**config.mk**
```make
export PLATFORM = sky130hd
export DESIGN_NAME = cnt_chain_ctrl
export DESIGN_NICKNAME = d
export VERILOG_FILES = /design/src/rtl/cnt_pkg.sv /design/src/rtl/cnt_prescale.sv /design/src/rtl/cnt_chain_ctrl.sv
export SDC_FILE = /design/constraint.sdc
export NUM_CORES = 1
export LEC_CHECK = 0
export CORE_AREA = 4 4 68 70
export CTS_CLUSTER_SIZE = 25
export DETAILED_ROUTE_END_ITERATION = 10
export DIE_AREA = 0 0 72 74
export PLACE_DENSITY = 0.84
export SLEW_MARGIN = 20
export SYNTH_ARGS = -nofsm -noshare
export SYNTH_HDL_FRONTEND = slang
export SYNTH_SLANG_ARGS = --single-unit
export TNS_END_PERCENT = 20
```
**constraint.sdc**
```tcl
create_clock -name clk -period 3.8 [get_ports clk]
set_clock_uncertainty 0.1 [all_clocks]
set_input_delay 0.95 -clock clk [delete_from_list [all_inputs] [get_ports clk]]
set_output_delay 0.95 -clock clk [all_outputs]
set_load 0.1 [all_outputs]
```
**src/rtl/cnt_pkg.sv**
```systemverilog
// Shared types and encodings for the counter-chain controller.
package cnt_pkg;
  typedef enum logic [1:0] {IDLE, LOAD, RUN, DONE} cnt_state_t;

  localparam logic CIN_ACTIVE = 1'b0;
  localparam logic CON_TERM   = 1'b0;
  localparam int   WRAPS_W    = 8;
endpackage

```
**src/rtl/cnt_prescale.sv**
```systemverilog
// Prescale divider: tick is a flop that is high for the cycle in which the count equals pre.
module cnt_prescale #(
  parameter int PRE_W = 8
) (
  input  logic             clk,
  input  logic             reset,
  input  logic             clr,
  input  logic             en,
  input  logic [PRE_W-1:0] pre,
  output logic             tick
);
  logic [PRE_W-1:0] cnt, cnt_nxt;

  always_comb begin
    cnt_nxt = '0;
    if (!clr && cnt != pre) cnt_nxt = cnt + 1'b1;
  end

  // en is the next-cycle run flag, so tick lines up with the cycle it describes
  always_ff @(posedge clk or negedge reset) begin
    if (!reset) begin
      cnt  <= '0;
      tick <= 1'b0;
    end else begin
      cnt  <= cnt_nxt;
      tick <= en && (cnt_nxt == pre);
    end
  end
endmodule

```
**src/rtl/cnt_chain_ctrl.sv**
```systemverilog
// Command-driven controller for a cascadable up/down counter: load, paced count strobes,
// terminal detection on the active-low carry-out, then done or auto-reload.
module cnt_chain_ctrl
  import cnt_pkg::*;
#(
  parameter int W     = 8,
  parameter int PRE_W = 8
) (
  input  logic               clk,
  input  logic               reset,
  input  logic               cmd_valid,
  output logic               cmd_ready,
  input  logic [W-1:0]       cmd_load,
  input  logic               cmd_up,
  input  logic [PRE_W-1:0]   cmd_pre,
  input  logic               cmd_reload,
  input  logic               abort,
  input  logic               con,
  output logic               pl,
  output logic [W-1:0]       din,
  output logic               encnt,
  output logic               inc,
  output logic               dec,
  output logic               cin,
  output logic               busy,
  output logic               done,
  output logic [WRAPS_W-1:0] wraps
);
  cnt_state_t       state, state_nxt;
  logic [PRE_W-1:0] pre_r;
  logic             reload_r;
  logic             tick, accept, terminal;

  assign accept   = cmd_valid && cmd_ready;
  assign terminal = (state == RUN) && tick && (con == CON_TERM);

  always_comb begin
    state_nxt = state;
    unique case (state)
      IDLE: if (accept) state_nxt = LOAD;
      LOAD: state_nxt = abort ? IDLE : RUN;
      RUN: begin
        if (abort)         state_nxt = IDLE;
        else if (terminal) state_nxt = reload_r ? LOAD : DONE;
      end
      DONE: state_nxt = IDLE;
      default: state_nxt = IDLE;
    endcase
  end

  cnt_prescale #(.PRE_W(PRE_W)) u_pre (
    .clk   (clk),
    .reset (reset),
    .clr   (state != RUN),
    .en    (state_nxt == RUN),
    .pre   (pre_r),
    .tick  (tick)
  );

  assign cin = tick ? CIN_ACTIVE : ~CIN_ACTIVE;

  // Outputs are registered from the next state so they coincide with the state they describe
  always_ff @(posedge clk or negedge reset) begin
    if (!reset) begin
      state     <= IDLE;
      cmd_ready <= 1'b1;
      pl        <= 1'b0;
      encnt     <= 1'b0;
      busy      <= 1'b0;
      done      <= 1'b0;
      din       <= '0;
      inc       <= 1'b1;
      dec       <= 1'b0;
      pre_r     <= '0;
      reload_r  <= 1'b0;
      wraps     <= '0;
    end else begin
      state     <= state_nxt;
      cmd_ready <= (state_nxt == IDLE);
      pl        <= (state_nxt == LOAD);
      encnt     <= (state_nxt == LOAD) || (state_nxt == RUN);
      busy      <= (state_nxt == LOAD) || (state_nxt == RUN);
      done      <= (state_nxt == DONE);
      if (accept) begin
        din      <= cmd_load;
        inc      <= cmd_up;
        dec      <= ~cmd_up;
        pre_r    <= cmd_pre;
        reload_r <= cmd_reload;
        wraps    <= '0;
      end else if (terminal && reload_r && !abort && wraps != '1) begin
        wraps <= wraps + 1'b1;
      end
    end
  end
endmodule
```
==> results.toml <==
[run_status]
status = "complete, no violations"

[timing]
tightest_slew_ns = 0.990
fmax_ghz = 0.352
period_share = 0.748
relSlewSlack = 0.338
slew_violations = 0
setup_violations = 0
fin_crit_ns = 2.84
tns_ns = 0
hold_violations = 0
grt_setup_unrepaired = "false"

[yosys]
synth_nets = 240
ys_seq_area_frac = 0.516
synthArstFlopShare = 1.00
synth_ff_type = "dfrtp_1"
syn_area_per_cell_um2 = 9.50
ys_ff_latch = 42
yosysUniqueCellTypes = 46
postSynthCellCount = 215
synth_edf_count = 0
yosysWarnings = 0
synth_area_um2 = 2040

[placement]
hpwl_mm = 3.07
portBuffers = 46
gp_congestion = 0.838

[setup_path]
crit_type = "register to output pin"
path_max_fanout = 2
setup.worst_path.end_class = "output pin"
reg2reg_to = "u_pre.tick"
reg2reg_depth = 6
slowest_delay_ns = 1.14
crit_arrival_ns = 1.79
cp.required_ns = 2.75
crit_buf_inv = 1
cpLargestDelayFamily = "buffers and inverters"
worstPathCellList = "clkdlybuf4s50_1"
cpMaxStageDelayCell = "clkdlybuf4s50_1"
worstSetupStartpoint = "din[7]"
start_kind = "register"
rrSetupSlack_ns = 1.33
reg2reg_from = "u_pre.cnt[0]"

[global_routing]
grt_pass1_wl_mm = 7.53
grtUsageTotal = 0.184
grt_pass1_vias = 1642
grt_overflow_total = 0
grt_max_degree = 43
grt_antenna_before_repair = 0

[clocking]
cts_root_buf = "clkbuf_8"
clk_path_buf_depth = 2
post_cts_buffers = 0
post_cts_resized = 0
clk_pin_slew_ns = 0.07
h-tree-depth = 2
cts_sinks = 42
cts_buffers = 5
hold_buffers = 0
cts_tree = "done"
insertion_delay_ns = 0.29

[floorplanning]
ios = 47
die_w_um = 72
initial_core_util = 0.514
coreArea_um2 = 3970
die_h_um = 74
die_area_um2 = 5330
std_cell_rows = 23

[power]
irDropWorstVdd_uv = 629
leakagePower_nw = 1.17
totalPowerFinal_mw = 1.94
power.density_nw_per_um2 = 749

[drt]
firstDrtPassIters = 4
wl_per_cell_um = 13.8
viasPerCell = 5.20
drc = 0
drtAntennaViolNets = 0
vias = 1623
wl_mm = 4.31
dr.first_iter.drc_count = 97

[layout]
layout_common_cells = "58 x nand2_1, 40 x dfrtp_1, 34 x clkdlybuf4s50_1"
nNetsFinal = 286
area_growth_pct = 26.8
layout_commonest_cell = "nand2_1"
n_antenna_cell = 0
layout-drive-gt1-share = 0.118

[worst_hold_path]
whs_path_depth = 2
hold_end = "inc"
hold_start = "inc"
hold_class = "register to register"

[run]
maxCapViolations = 0
[how the worst max path moves through the flow]
stage | endpoint | slack [ns] | cells past startpoint
after global placement | wraps[5] | 1.01 | 7
after detailed placement | wraps[5] | 0.74 | 7
after floorplan | wraps[5] | 1.31 | 7
after global routing | din[4] | 0.89 | 1
after CTS | din[7] | 0.94 | 1
final | din[7] | 0.96 | 1
[worst register-to-register path, delay by kind of cell, from the launching register on]
kind            cells  cell delay [ns]
compound gates      3             0.71
flops               1             0.48
simple gates        2             0.87
xor+xnor            1             0.21
[cell usage after synthesis (2+ instances only)]
master | number | area share
a21oi_1 | 4 | 0.0098
and2_1 | 4 | 0.012
clkbuf_1 | 6 | 0.011
dfrtp_1 | 40 | 0.49
dfstp_2 | 2 | 0.026
ha_1 | 2 | 0.012
inv_1 | 3 | 0.0055
nand2_1 | 58 | 0.11
nand2b_1 | 2 | 0.0061
nand3_1 | 7 | 0.017
nand3b_1 | 2 | 0.0073
nand4_1 | 3 | 0.0092
nor2_1 | 23 | 0.042
nor2b_1 | 3 | 0.0092
o21a_1 | 2 | 0.0073
o21ai_0 | 3 | 0.0073
o31ai_1 | 3 | 0.011
xnor2_1 | 8 | 0.034
xor2_1 | 13 | 0.056
[metrics by stage]
| step | instances | hold WS (ns) | setup WS, ns | area (um2) | utilization |
|---|---|---|---|---|---|
| floorplan | 215 | 0.368 | 1.31 | 2040 | - |
| global placement | 304 | 0.348 | 1.01 | 2510 | 0.631 |
| detailed placement | 304 | 0.354 | 0.741 | 2510 | 0.631 |
| CTS | 312 | 0.365 | 0.936 | 2590 | 0.652 |
| global route | 312 | 0.395 | 0.889 | 2590 | 0.652 |
| finish | 312 | 0.366 | 0.956 | 2590 | 0.652 |
[area by class of cell]
cell class | count | area, um2
clock buffers | 7 | 76.3
inverters | 3 | 11.3
well taps | 50 | 62.6
repair buffers | 47 | 435
fillers | 343 | 1380
flip-flops and latches | 42 | 1050
multi-input cells | 162 | 943
clock inverters | 1 | 7.51
[power by group]
group | switching [mW] | internal (mW)
clock network | 0.148 | 0.130
logic | 0.730 | 0.259
registers | 0.105 | 0.567
[flip-flops by register name, summed over array words and instances (netlist names)]
name        count
inc             1
u_pre.cnt       8
dec             1
done            1
state           2
wraps           8
cmd_ready       1
pre_r           8
u_pre.tick      1
din             8
reload_r        1
pl              1
busy            1
[metal layers]
metal	part of all wire	up-vias	track usage
met3	0.062	5	0.0554
li1	-	805	-
met1	0.46	769	0.229
met2	0.46	44	0.306
met5	0	-	0
met4	0.018	0	0.0689
[cell families (layout without fill, tap and decap cells)]
family / Yosys count / count (layout) / share of synthesized area
buffers and inverters: 11 / 58 / 0.0227
adders and majority gates: 2 / 2 / 0.0122
xor gates and xnor gates: 21 / 21 / 0.0900
AOI/OAI and AO/OA: 21 / 21 / 0.0766
DFF: 42 / 42 / 0.516
and+or+nand+nor: 116 / 116 / 0.273
muxes: 2 / 2 / 0.0104
No activity file was read; power rests on OpenSTA's default activity.
